$ cat src/rtl/host_cmd_bridge.sv
// Byte-link command front end: deserialises read/write frames, issues one memory op, serialises the reply.
// Latency: ISSUE 1 cycle after the last frame byte, reply after WAIT1 + WAIT2; rx/tx handshakes are valid/ready.
module host_cmd_bridge #(
   parameter logic [7:0] CMD_READ  = 8'h01,
   parameter logic [7:0] CMD_WRITE = 8'h02,
   parameter logic [7:0] ACK_BYTE  = 8'hAA,
   parameter logic [7:0] ERR_BYTE  = 8'hEE
) (
   input  logic        i_clk,
   input  logic        i_rst,
   input  logic [7:0]  i_rx_data,
   input  logic        i_rx_valid,
   output logic        o_rx_ready,
   output logic [7:0]  o_tx_data,
   output logic        o_tx_valid,
   input  logic        i_tx_ready,
   output logic [1:0]  o_mem_op,
   output logic [63:0] o_mem_addr,
   output logic [63:0] o_mem_data,
   input  logic [63:0] i_mem_data,
   input  logic        i_mem_op_pending,
   output logic        o_busy
);

   localparam logic [2:0] S_IDLE  = 3'd0;
   localparam logic [2:0] S_ADDR  = 3'd1;
   localparam logic [2:0] S_DATA  = 3'd2;
   localparam logic [2:0] S_ISSUE = 3'd3;
   localparam logic [2:0] S_WAIT1 = 3'd4;
   localparam logic [2:0] S_WAIT2 = 3'd5;
   localparam logic [2:0] S_RESP  = 3'd6;
   localparam logic [2:0] S_ERR   = 3'd7;

   localparam logic [1:0] OP_NOP   = 2'd0;
   localparam logic [1:0] OP_READ  = 2'd1;
   localparam logic [1:0] OP_WRITE = 2'd2;

   logic [2:0]  state_q, state_d;
   logic [2:0]  cnt_q, cnt_d;
   logic        wr_q, wr_d;
   logic [63:0] addr_q, addr_d;
   logic [63:0] data_q, data_d;
   logic [63:0] shift_q, shift_d;
   logic [3:0]  rcnt_q, rcnt_d;
   logic        rx_xfer;
   logic        tx_xfer;

   assign o_rx_ready = (state_q == S_IDLE) || (state_q == S_ADDR) || (state_q == S_DATA);
   assign o_tx_valid = (state_q == S_RESP) || (state_q == S_ERR);
   assign o_tx_data  = (state_q == S_ERR) ? ERR_BYTE : shift_q[7:0];
   assign o_mem_op   = (state_q == S_ISSUE) ? (wr_q ? OP_WRITE : OP_READ) : OP_NOP;
   assign o_mem_addr = addr_q;
   assign o_mem_data = data_q;
   assign o_busy     = (state_q != S_IDLE);
   assign rx_xfer    = i_rx_valid && o_rx_ready;
   assign tx_xfer    = o_tx_valid && i_tx_ready;

   always_comb begin
      state_d = state_q;
      cnt_d   = cnt_q;
      wr_d    = wr_q;
      addr_d  = addr_q;
      data_d  = data_q;
      shift_d = shift_q;
      rcnt_d  = rcnt_q;
      case (state_q)
         S_IDLE: if (rx_xfer) begin
            if (i_rx_data == CMD_READ || i_rx_data == CMD_WRITE) begin
               wr_d    = (i_rx_data == CMD_WRITE);
               cnt_d   = 3'd0;
               state_d = S_ADDR;
            end else begin
               state_d = S_ERR;
            end
         end
         S_ADDR: if (rx_xfer) begin
            addr_d[{cnt_q, 3'b000} +: 8] = i_rx_data;
            cnt_d = cnt_q + 3'd1;
            if (cnt_q == 3'd7) state_d = wr_q ? S_DATA : S_ISSUE;
         end
         S_DATA: if (rx_xfer) begin
            data_d[{cnt_q, 3'b000} +: 8] = i_rx_data;
            cnt_d = cnt_q + 3'd1;
            if (cnt_q == 3'd7) state_d = S_ISSUE;
         end
         S_ISSUE: state_d = S_WAIT1;
         // Downstream pending flag is registered, so it cannot be trusted until WAIT2.
         S_WAIT1: state_d = S_WAIT2;
         S_WAIT2: if (!i_mem_op_pending) begin
            state_d = S_RESP;
            if (wr_q) begin
               shift_d = {56'd0, ACK_BYTE};
               rcnt_d  = 4'd1;
            end else begin
               shift_d = i_mem_data;
               rcnt_d  = 4'd8;
            end
         end
         S_RESP: if (tx_xfer) begin
            shift_d = {8'd0, shift_q[63:8]};
            rcnt_d  = rcnt_q - 4'd1;
            if (rcnt_q == 4'd1) state_d = S_IDLE;
         end
         S_ERR: if (tx_xfer) state_d = S_IDLE;
         default: state_d = S_IDLE;
      endcase
   end

   always_ff @(posedge i_clk) begin
      if (i_rst) begin
         state_q <= S_IDLE;
         cnt_q   <= 3'd0;
         wr_q    <= 1'b0;
         addr_q  <= 64'd0;
         data_q  <= 64'd0;
         shift_q <= 64'd0;
         rcnt_q  <= 4'd0;
      end else begin
         state_q <= state_d;
         cnt_q   <= cnt_d;
         wr_q    <= wr_d;
         addr_q  <= addr_d;
         data_q  <= data_d;
         shift_q <= shift_d;
         rcnt_q  <= rcnt_d;
      end
   end

endmodule

$ cat config.mk
export PLATFORM = sky130hd
export DESIGN_NAME = host_cmd_bridge
export DESIGN_NICKNAME = d
export VERILOG_FILES = /design/src/rtl/host_cmd_bridge.sv
export SDC_FILE = /design/constraint.sdc
export NUM_CORES = 1
export LEC_CHECK = 0
export CORE_AREA = 8 8 129 161
export DETAILED_ROUTE_END_ITERATION = 7
export DIE_AREA = 0 0 137 169
export PLACE_DENSITY_LB_ADDON = 0.12
export SLEW_MARGIN = 20
export SYNTH_ARGS = -nofsm -noshare
export SYNTH_HDL_FRONTEND = slang
export SYNTH_SLANG_ARGS = --single-unit
$ cat constraint.sdc
create_clock -name i_clk -period 3 [get_ports i_clk]
set_input_delay 0.9 -clock i_clk [delete_from_list [all_inputs] [get_ports i_clk]]
set_output_delay 0.9 -clock i_clk [all_outputs]
set_load 0.02 [all_outputs]
==> results of run 1 <==
placed cells by master (no fill, tap or decap), drive strengths merged, types with 2 or more instances in the layout:
cell type	Yosys	routed
nor2b	4	4
clkbuf	31	28
clkinv	0	5
nand2b	7	7
nor3	57	57
nor4	3	3
inv	8	9
and2	10	10
o211ai	8	8
clkdlybuf4s50	0	215
o21ai	47	47
ha	8	8
nand2	69	69
o21a	2	2
or3	6	6
nor2	132	132
nand4	2	2
and4bb	6	6
nor3b	55	55
a21oi	19	19
buf	55	40
dfxtp	203	203
nand3	61	61
and3	7	7
a211oi	52	52
and3b	3	3
mux2i	93	93
nor4b	2	2
state kept, by name (all words and copies together), names as in the netlist:
register / flops
o_mem_data: 64
o_mem_addr: 64
shift_q: 64
rcnt_q: 4
state_q: 3
cnt_q: 3
wr_q: 1
logic make-up after synthesis:
family / share of synthesized area
multiplexers: 0.107
flip-flops: 0.467
XOR/XNOR: 0.00201
adder cells (fa/ha/maj): 0.0115
AND/OR/NAND/NOR: 0.255
buffers and inverters: 0.0595
AO/OA/AOI/OAI: 0.0986
report_power, final:
part | internal, W | leakage, nW | switching (W)
sequential | 0.00290 | 1.64 | 0.000109
clock | 0.00133 | 0.303 | 0.00102
combinational | 0.000619 | 2.48 | 0.000830
per-layer routing:
layer	track usage	vias to the layer above
li1	-	3727
met5	0	-
met3	0.0454	43
met4	0.0734	0
met1	0.254	3450
met2	0.371	207
path summary, 6_finish.rpt:
check | depth (start not counted) | endpoint
setup / recovery | 3 | o_rx_ready
setup reg to reg | 7 | o_mem_addr[17]
hold reg to reg | 2 | shift_q[3]
hold / removal | 2 | shift_q[3]
worst max-delay path: cells and delay by family (launching register included):
family	cells	cell delay [ns]
compound gates	1	0.25
buf+inv	2	0.88
flops	1	0.36
final cells by class:
class,count,area [sq um]
flip-flops and latches,203,4070
repair buffers,256,2500
multi-input cells,663,4140
inverters,8,30.0
fillers,1594,6720
clock inverters,6,33.8
well taps,232,290
clock buffers,28,572
through the flow:
step	worst slack, ns	power (W)	hold slack [ns]	util	area (sq um)
after floorplan	0.805	0.00405	0.427	-	8710
after CTS	0.0204	0.00689	0.447	0.633	11600
final	0.110	0.00681	0.444	0.634	11600
after global routing	0.0163	0.00717	0.462	0.634	11600
after detailed placement	0.184	0.00451	0.439	0.600	11000
after global placement	0.141	0.00450	0.435	0.600	11000
repair_timing:
action,CTS,global route
endpoints found under the setup margin,0,4
hold buffers,0,0
resized for setup,0,2
buffers inserted,0,0
==> impl_metrics.py, run 1 <==
metrics = {
    "detailed_routing": {
        "wl_met2_mm": 12.6,
        "drt_wl_total_mm": 25.4,
        "drt_iter0_markers": 401,
        "drt.antenna.violating_nets": 0,
        "drt-wirelength-per-cell_um": 18.2,
        "wl_met3_mm": 1.65,
        "first_pass_iters": 4,
        "avgViaCountPerCell": 5.32,
        "route.vias.total": 7427,
        "drc_errors": 0,
        "drt-met1-wl_mm": 10.4,
        "highest_layer": "met4",
    },
    "logic_synthesis": {
        "synthMostInstantiatedCell": "dfxtp_1",
        "synthDominantCellAreaShare": 0.467,
        "syn-num-nets": 1045,
        "synth_area_leaders": "dfxtp_1 (47%), mux2i_1 (11%), nor2_1 (5.6%)",
        "synth_top_area_cell": "dfxtp_1",
        "synth-main-ff-cell": "dfxtp_1",
        "synth_edf_count": 0,
        "seq_area_frac_synth": 0.467,
        "ys_ff_latch": 203,
        "yosys.cell_types.count": 53,
        "postSynthAreaPerCell_sq_um": 9.07,
        "ys_warn_count": 0,
        "postSynth.asyncResetShare": 0,
        "synth_area_sq_um": 8710,
        "netlist_instances": 960,
        "synth_common_cells": "dfxtp_1 (203), nor2_1 (131), mux2i_1 (93)",
    },
    "power": {
        "power_density_nw_per_um2": 586,
        "p_leak_nw": 4.42,
        "ir_worst_vdd_uv": 529,
    },
    "setup_path": {
        "critical_path_arrival_ns": 1.99,
        "critPathLaunchType": "flop",
        "end_kind": "output pin",
        "cp-startpoint": "state_q[0]",
        "ff2ff_setup_slack_ns": 0.49,
        "crit_chain": "buf_4 > a21oi_1 > clkdlybuf4s50_1",
        "critPathKind": "reg2out",
        "crit_required_ns": 2.10,
        "slowest_stage": "clkdlybuf4s50_1",
        "worstPathMaxFanout": 14,
        "crit_path_max_incr_delay_ns": 0.68,
        "rr_startpoint": "cnt_q[1]",
    },
    "clock_network": {
        "clkLatencyLatePin_ns": 0.49,
        "cts_buffers": 21,
        "root_buffer": "clkbuf_16",
        "htree_levels": 1,
        "tritoncts": "yes",
        "cts_max_path_buffers": 3,
        "numClockSinks": 203,
        "clkTransAtPathRegs_ns": 0.06,
    },
    "min_path": {
        "min-delay-start": "shift_q[3]",
        "hp-class": "reg2reg",
    },
    "sta": {
        "fin_crit_sh": 0.963,
        "hold_viol": 0,
        "fmax_mhz": 346,
        "fin_skew_ns": 0.0100,
        "tns_ns": 0,
        "tightest_slew_ns": 0.648,
        "max_slew_margin": 0.567,
        "drv_slew": 0,
        "rsz0062_at_grt": "false",
        "min_period_ns": 2.89,
        "setup_viol": 0,
    },
    "place": {
        "gp_congestion": 0.814,
        "portBuffers": 217,
        "dp_hpwl_mm": 17.7,
        "post-place-cells": 1362,
    },
    "die": {
        "io_pins": 218,
        "dieWidth_um": 137,
        "die-area_sq_um": 23200,
        "die_y_um": 169,
        "initial_core_util": 0.474,
        "std_cell_rows": 56,
        "core_area_sq_um": 18400,
    },
    "status": {
        "status": "complete, no violations",
    },
    "layout": {
        "n_antenna_cell": 0,
        "nNetsFinal": 1238,
        "fin_cells": 1396,
        "drive_gt1_frac": 0.0773,
        "syn2layout_area_growth_pct": 33.6,
    },
    "global_route": {
        "grt_antenna_before_repair": 0,
        "grt_pass1_vias": 7398,
        "grt_pass1_wl_mm": 40.0,
        "grt-ovfl-total": 0,
        "grt_max_degree": 69,
        "track_usage": 0.214,
    },
    "flow_run": {
        "drv_cap": 0,
    },
}
(Power assumes the default switching activity.)
==> run 2, diff against run 1 <==
Settings changed: PLACE_DENSITY set to 0.81, PLACE_DENSITY_LB_ADDON 0.12 to not set.
==> run 2 against run 1 <==
Effect of this change: clock skew increased by 0.0012 ns; register-to-register slack barely moved; non-clock buffer count is 6 lower; sequential share of layout area fell by 0.14 points; combinational power hardly changed; largest power group unchanged; clock power grew 5%; hold slack better by 0.0064 ns; count of clock-buffer cells in the layout increased by 3; highest routed layer is now met5; design area rose by 0.43%.
==> impl_metrics.py, run 2 (synthesis gave the netlist of run 1 again) <==
metrics = {
    "global_route": {
        "grt_antenna_before_repair": 1,
        "grt_pass1_vias": 7486,
        "grt-ovfl-total": 0,
        "grt_max_degree": 75,
        "track_usage": 0.212,
        "grt_pass1_wl_mm": 40.0,
    },
    "clock_network": {
        "cts_buffers": 20,
        "clkLatencyLatePin_ns": 0.49,
        "cts_max_path_buffers": 3,
        "clkTransAtPathRegs_ns": 0.06,
        "htree_levels": 1,
        "numClockSinks": 203,
        "cts.hold.buffers_added": 0,
        "tritoncts": "yes",
        "root_buffer": "clkbuf_16",
    },
    "layout": {
        "final_cell_mix": "clkdlybuf4s50_1 (215), dfxtp_1 (201), nor2_1 (131)",
        "syn2layout_area_growth_pct": 34.2,
        "fill_cells": 1494,
        "drive_gt1_frac": 0.0767,
        "nNetsFinal": 1231,
        "final_common_cell": "clkdlybuf4s50_1",
        "final_util": 0.636,
        "n_antenna_cell": 0,
    },
    "power": {
        "ir_worst_vdd_uv": 443,
        "p_leak_nw": 4.44,
        "power_density_nw_per_um2": 594,
    },
    "detailed_routing": {
        "drc_errors": 0,
        "drt-wirelength-per-cell_um": 18.3,
        "drt.antenna.violating_nets": 0,
        "drt_wl_total_mm": 25.5,
        "first_pass_iters": 5,
        "route.vias.total": 7596,
        "avgViaCountPerCell": 5.46,
        "drt_iter0_markers": 636,
    },
    "die": {
        "die-area_sq_um": 23200,
        "die_y_um": 169,
        "initial_core_util": 0.474,
        "io_pins": 218,
        "std_cell_rows": 56,
        "dieWidth_um": 137,
        "core_area_sq_um": 18400,
    },
    "setup_path": {
        "crit_path_max_incr_delay_ns": 0.68,
        "crit_required_ns": 2.10,
        "critPathLaunchType": "flop",
        "slowest_stage": "clkdlybuf4s50_1",
        "crit_chain": "buf_4 > inv_1 > nand2_1 > clkdlybuf4s50_1",
        "end_kind": "output pin",
        "critPathKind": "reg2out",
        "critical_path_arrival_ns": 1.96,
        "worstPathMaxFanout": 15,
        "cpLargestDelayFamily": "buffers and inverters",
        "crit_buf_inv": 3,
    },
    "sta": {
        "rsz0062_at_grt": "false",
        "setup_viol": 0,
        "min_period_ns": 2.86,
        "drv_slew": 0,
        "fin_crit_sh": 0.954,
        "tns_ns": 0,
        "hold_viol": 0,
        "fin_skew_ns": 0.0112,
        "max_slew_margin": 0.531,
        "fmax_mhz": 349,
        "tightest_slew_ns": 0.704,
    },
    "min_path": {
        "hp-class": "reg2reg",
    },
    "status": {
        "status": "complete, no violations",
    },
    "place": {
        "gp_congestion": 0.831,
        "portBuffers": 217,
        "dp_hpwl_mm": 17.8,
    },
    "flow_run": {
        "drv_cap": 0,
    },
}
## run 2: cell count changes in the layout (fill, tap and decap cells not counted), sizes merged
cell and change:
inv -1, buf -6, clkbuf +3
## run 2: metal layers
metal  routed length [um]  GRT usage
met5                    9          0
met4                  805     0.0753
met3                 2310     0.0688
met2                12300      0.356
met1                10100      0.247
## run 2: cell type report
type,count,area [sq um],share of cell area
sequential,203,4070,0.348
inverter,8,30.0,0.00257
tap,232,290,0.0248
clock buffer,31,633,0.0542
clock inverter,5,28.8,0.00246
timing repair buffer,250,2490,0.214
multi-input combinational,663,4140,0.354
## run 2: final timing paths
| kind | from | endpoint | slack [ns] | depth (start not counted) |
|---|---|---|---|---|
| setup reg to reg | cnt_q[1] | o_mem_addr[21] | 0.49 | 7 |
| hold / removal | shift_q[58] | shift_q[58] | 0.45 | 2 |
| hold reg to reg | shift_q[58] | shift_q[58] | 0.45 | 2 |
| setup / recovery | state_q[0] | o_busy | 0.14 | 4 |
## run 2: per-stage QoR
stage,setup slack [ns],std cells,hold slack (ns),total power [W],area (sq um)
after floorplan,0.805,960,0.427,0.00405,8710
after global placement,0.287,1356,0.435,0.00449,11000
after detailed placement,0.224,1356,0.441,0.00452,11000
after CTS,0.0678,1392,0.450,0.00699,11700
after global routing,0.0479,1392,0.476,0.00727,11700
final,0.138,1392,0.450,0.00695,11700
## run 2: report_power, final
| group | internal, W | switching [W] | total [W] |
|---|---|---|---|
| combinational | 0.000629 | 0.000834 | 0.00146 |
| sequential | 0.00290 | 0.000113 | 0.00301 |
| clock | 0.00145 | 0.00102 | 0.00247 |
| total | 0.00498 | 0.00196 | 0.00695 |
## run 2: worst reg2reg max path, cell delays in order (launching register included)
cell and delay [ns]:
dfxtp_1 0.55, inv_1 0.12, ha_1 0.20, ha_1 0.42, o31a_1 0.32, nand3_1 0.41
nand3_1 0.21, o21ai_0 0.12
## run 2: timing repair
item / 4_1_cts / 5_1_grt
resized for setup: 1 / 2
endpoints found under the setup margin: 4 / 6
pin swaps: 0 / 0
setup buffers: 0 / 0
==> run 3, diff against run 2 <==
Settings changed: CORE_AREA 8 8 129 161 to 2 2 123 155, DIE_AREA 0 0 137 169 to 0 0 125 157, REMOVE_ABC_BUFFERS set to 1.
==> run 3 against run 2 <==
Effect of this change: sequential power about the same; sequential share of layout area about the same; non-clock buffer count up 1; via count up 0.50%; cell count down 0.14%; global-route usage up 1.5 points; count of clock-buffer cells in the layout down 3; design area up 0.11%; largest cell class unchanged; highest routed layer is now met4.
==> impl_metrics.py, run 3 (synthesis gave the netlist of run 1 again) <==
metrics = {
    "status": {
        "status": "complete, no violations",
    },
    "place": {
        "dp_hpwl_mm": 16.3,
        "placed_area_sq_um": 11000,
        "portBuffers": 217,
        "dpl_worst_slack_ns": 0.237,
        "post-place-cells": 1353,
        "gp_congestion": 0.814,
    },
    "setup_path": {
        "critical_path_arrival_ns": 2.00,
        "cpLargestDelayFamily": "simple AND/OR/NAND/NOR gates",
        "crit_chain": "and2_1 > nand2_1 > and2_1 > clkdlybuf4s50_1",
        "end_kind": "output pin",
        "cp_common_cell": "and2_1",
        "critPathLaunchType": "flop",
        "slowest_stage": "clkdlybuf4s50_1",
        "crit_path_max_incr_delay_ns": 0.60,
        "worstPathMaxFanout": 8,
        "crit_buf_inv": 1,
        "crit_required_ns": 2.10,
        "critPathKind": "reg2out",
    },
    "layout": {
        "final_common_cell": "clkdlybuf4s50_1",
        "final_cell_mix": "clkdlybuf4s50_1 (213), dfxtp_1 (202), nor2_1 (131)",
        "nNetsFinal": 1233,
        "drive_gt1_frac": 0.0766,
        "fin_cells": 1390,
        "syn2layout_area_growth_pct": 34.3,
        "fill_cells": 1446,
        "n_antenna_cell": 0,
        "post-route-cell-area_sq_um": 11700,
    },
    "die": {
        "initial_core_util": 0.483,
        "io_pins": 218,
        "core_area_sq_um": 18000,
        "dieWidth_um": 125,
        "die_y_um": 157,
        "die-area_sq_um": 19600,
        "std_cell_rows": 55,
    },
    "detailed_routing": {
        "drt.antenna.violating_nets": 0,
        "drc_errors": 0,
        "drt_iter0_markers": 342,
        "route.vias.total": 7634,
        "drt-wirelength-per-cell_um": 16.8,
        "avgViaCountPerCell": 5.49,
        "drt_wl_total_mm": 23.3,
        "first_pass_iters": 5,
    },
    "clock_network": {
        "cts_max_path_buffers": 3,
        "tritoncts": "yes",
        "root_buffer": "clkbuf_16",
        "numClockSinks": 203,
        "htree_levels": 1,
        "cts_buffers": 21,
        "cts_setup_buffers": 0,
        "clkLatencyLatePin_ns": 0.49,
        "clkTransAtPathRegs_ns": 0.06,
    },
    "global_route": {
        "grt_pass1_wl_mm": 37.1,
        "grt_pass1_vias": 7196,
        "grt_max_degree": 57,
        "track_usage": 0.227,
        "grt_antenna_before_repair": 0,
        "grt-ovfl-total": 0,
    },
    "sta": {
        "drv_slew": 0,
        "max_slew_margin": 0.580,
        "fin_crit_sh": 0.966,
        "hold_viol": 0,
        "setup_viol": 0,
        "min_period_ns": 2.90,
        "rsz0062_at_grt": "false",
        "fin_skew_ns": 0.00834,
        "timing.final.ws_setup_ns": 0.102,
        "fmax_mhz": 345,
        "tightest_slew_ns": 0.629,
    },
    "min_path": {
        "hp-class": "reg2reg",
    },
    "flow_run": {
        "drv_cap": 0,
    },
    "power": {
        "ir_worst_vdd_uv": 481,
        "power_density_nw_per_um2": 603,
        "p_leak_nw": 4.47,
    },
}
[run 3: through the flow]
step	setup TNS [ns]	power [W]	hold WS (ns)	utilization
final	0	0.00706	0.445	0.649
after global routing	0	0.00737	0.470	0.649
after CTS	0	0.00711	0.447	0.648
after detailed placement	0	0.00449	0.440	0.610
after global placement	0	0.00447	0.433	0.610
after floorplan	-12.82	0.00390	0.421	-
[run 3: timing repair]
action | 4_1_cts | 5_1_grt
gates resized for setup | 0 | 3
setup endpoints to repair | 0 | 3
endpoints found under the hold margin | 0 | 0
hold buffers | 0 | 0
[run 3: layout make-up]
cell class	instances	area, sq um	share of cell area
Timing Repair Buffer	251	2480	0.212
Clock inverter	9	104	0.00888
Tap cell	228	285	0.0244
Sequential cell	203	4070	0.348
Multi-Input combinational cell	663	4140	0.354
Inverter	8	30.0	0.00257
Clock buffer	28	592	0.0506
[run 3: routing by layer]
| metal | global-route usage | wire length, um | part of all wire |
|---|---|---|---|
| met5 | 0 | 0 | 0 |
| met4 | 0.0778 | 800 | 0.034 |
| met3 | 0.0629 | 1900 | 0.082 |
| met1 | 0.268 | 9190 | 0.39 |
| met2 | 0.399 | 11400 | 0.49 |
[run 3: where the power goes]
group | switching (W) | internal (W) | leakage (nW)
registers | 0.000103 | 0.00290 | 1.64
clock network | 0.00106 | 0.00156 | 0.340
logic | 0.000824 | 0.000617 | 2.49
total | 0.00198 | 0.00507 | 4.47
[run 3: worst reg2reg max path: stages, from the launching register on]
cell and delay, ns:
dfxtp_1 0.53, inv_1 0.11, ha_1 0.20, ha_1 0.42
nor4b_2 0.38, o211ai_2 0.37, mux2i_1 0.25, nor2_1 0.05
[run 3: worst paths after layout]
| check | slack, ns | from | end | cells past startpoint |
|---|---|---|---|---|
| worst max-delay path | 0.10 | state_q[1] | o_tx_data[0] | 4 |
| worst min register to register | 0.45 | shift_q[5] | shift_q[5] | 2 |
| worst min-delay path | 0.45 | shift_q[5] | shift_q[5] | 2 |
| worst max register to register | 0.58 | cnt_q[1] | o_mem_addr[35] | 7 |
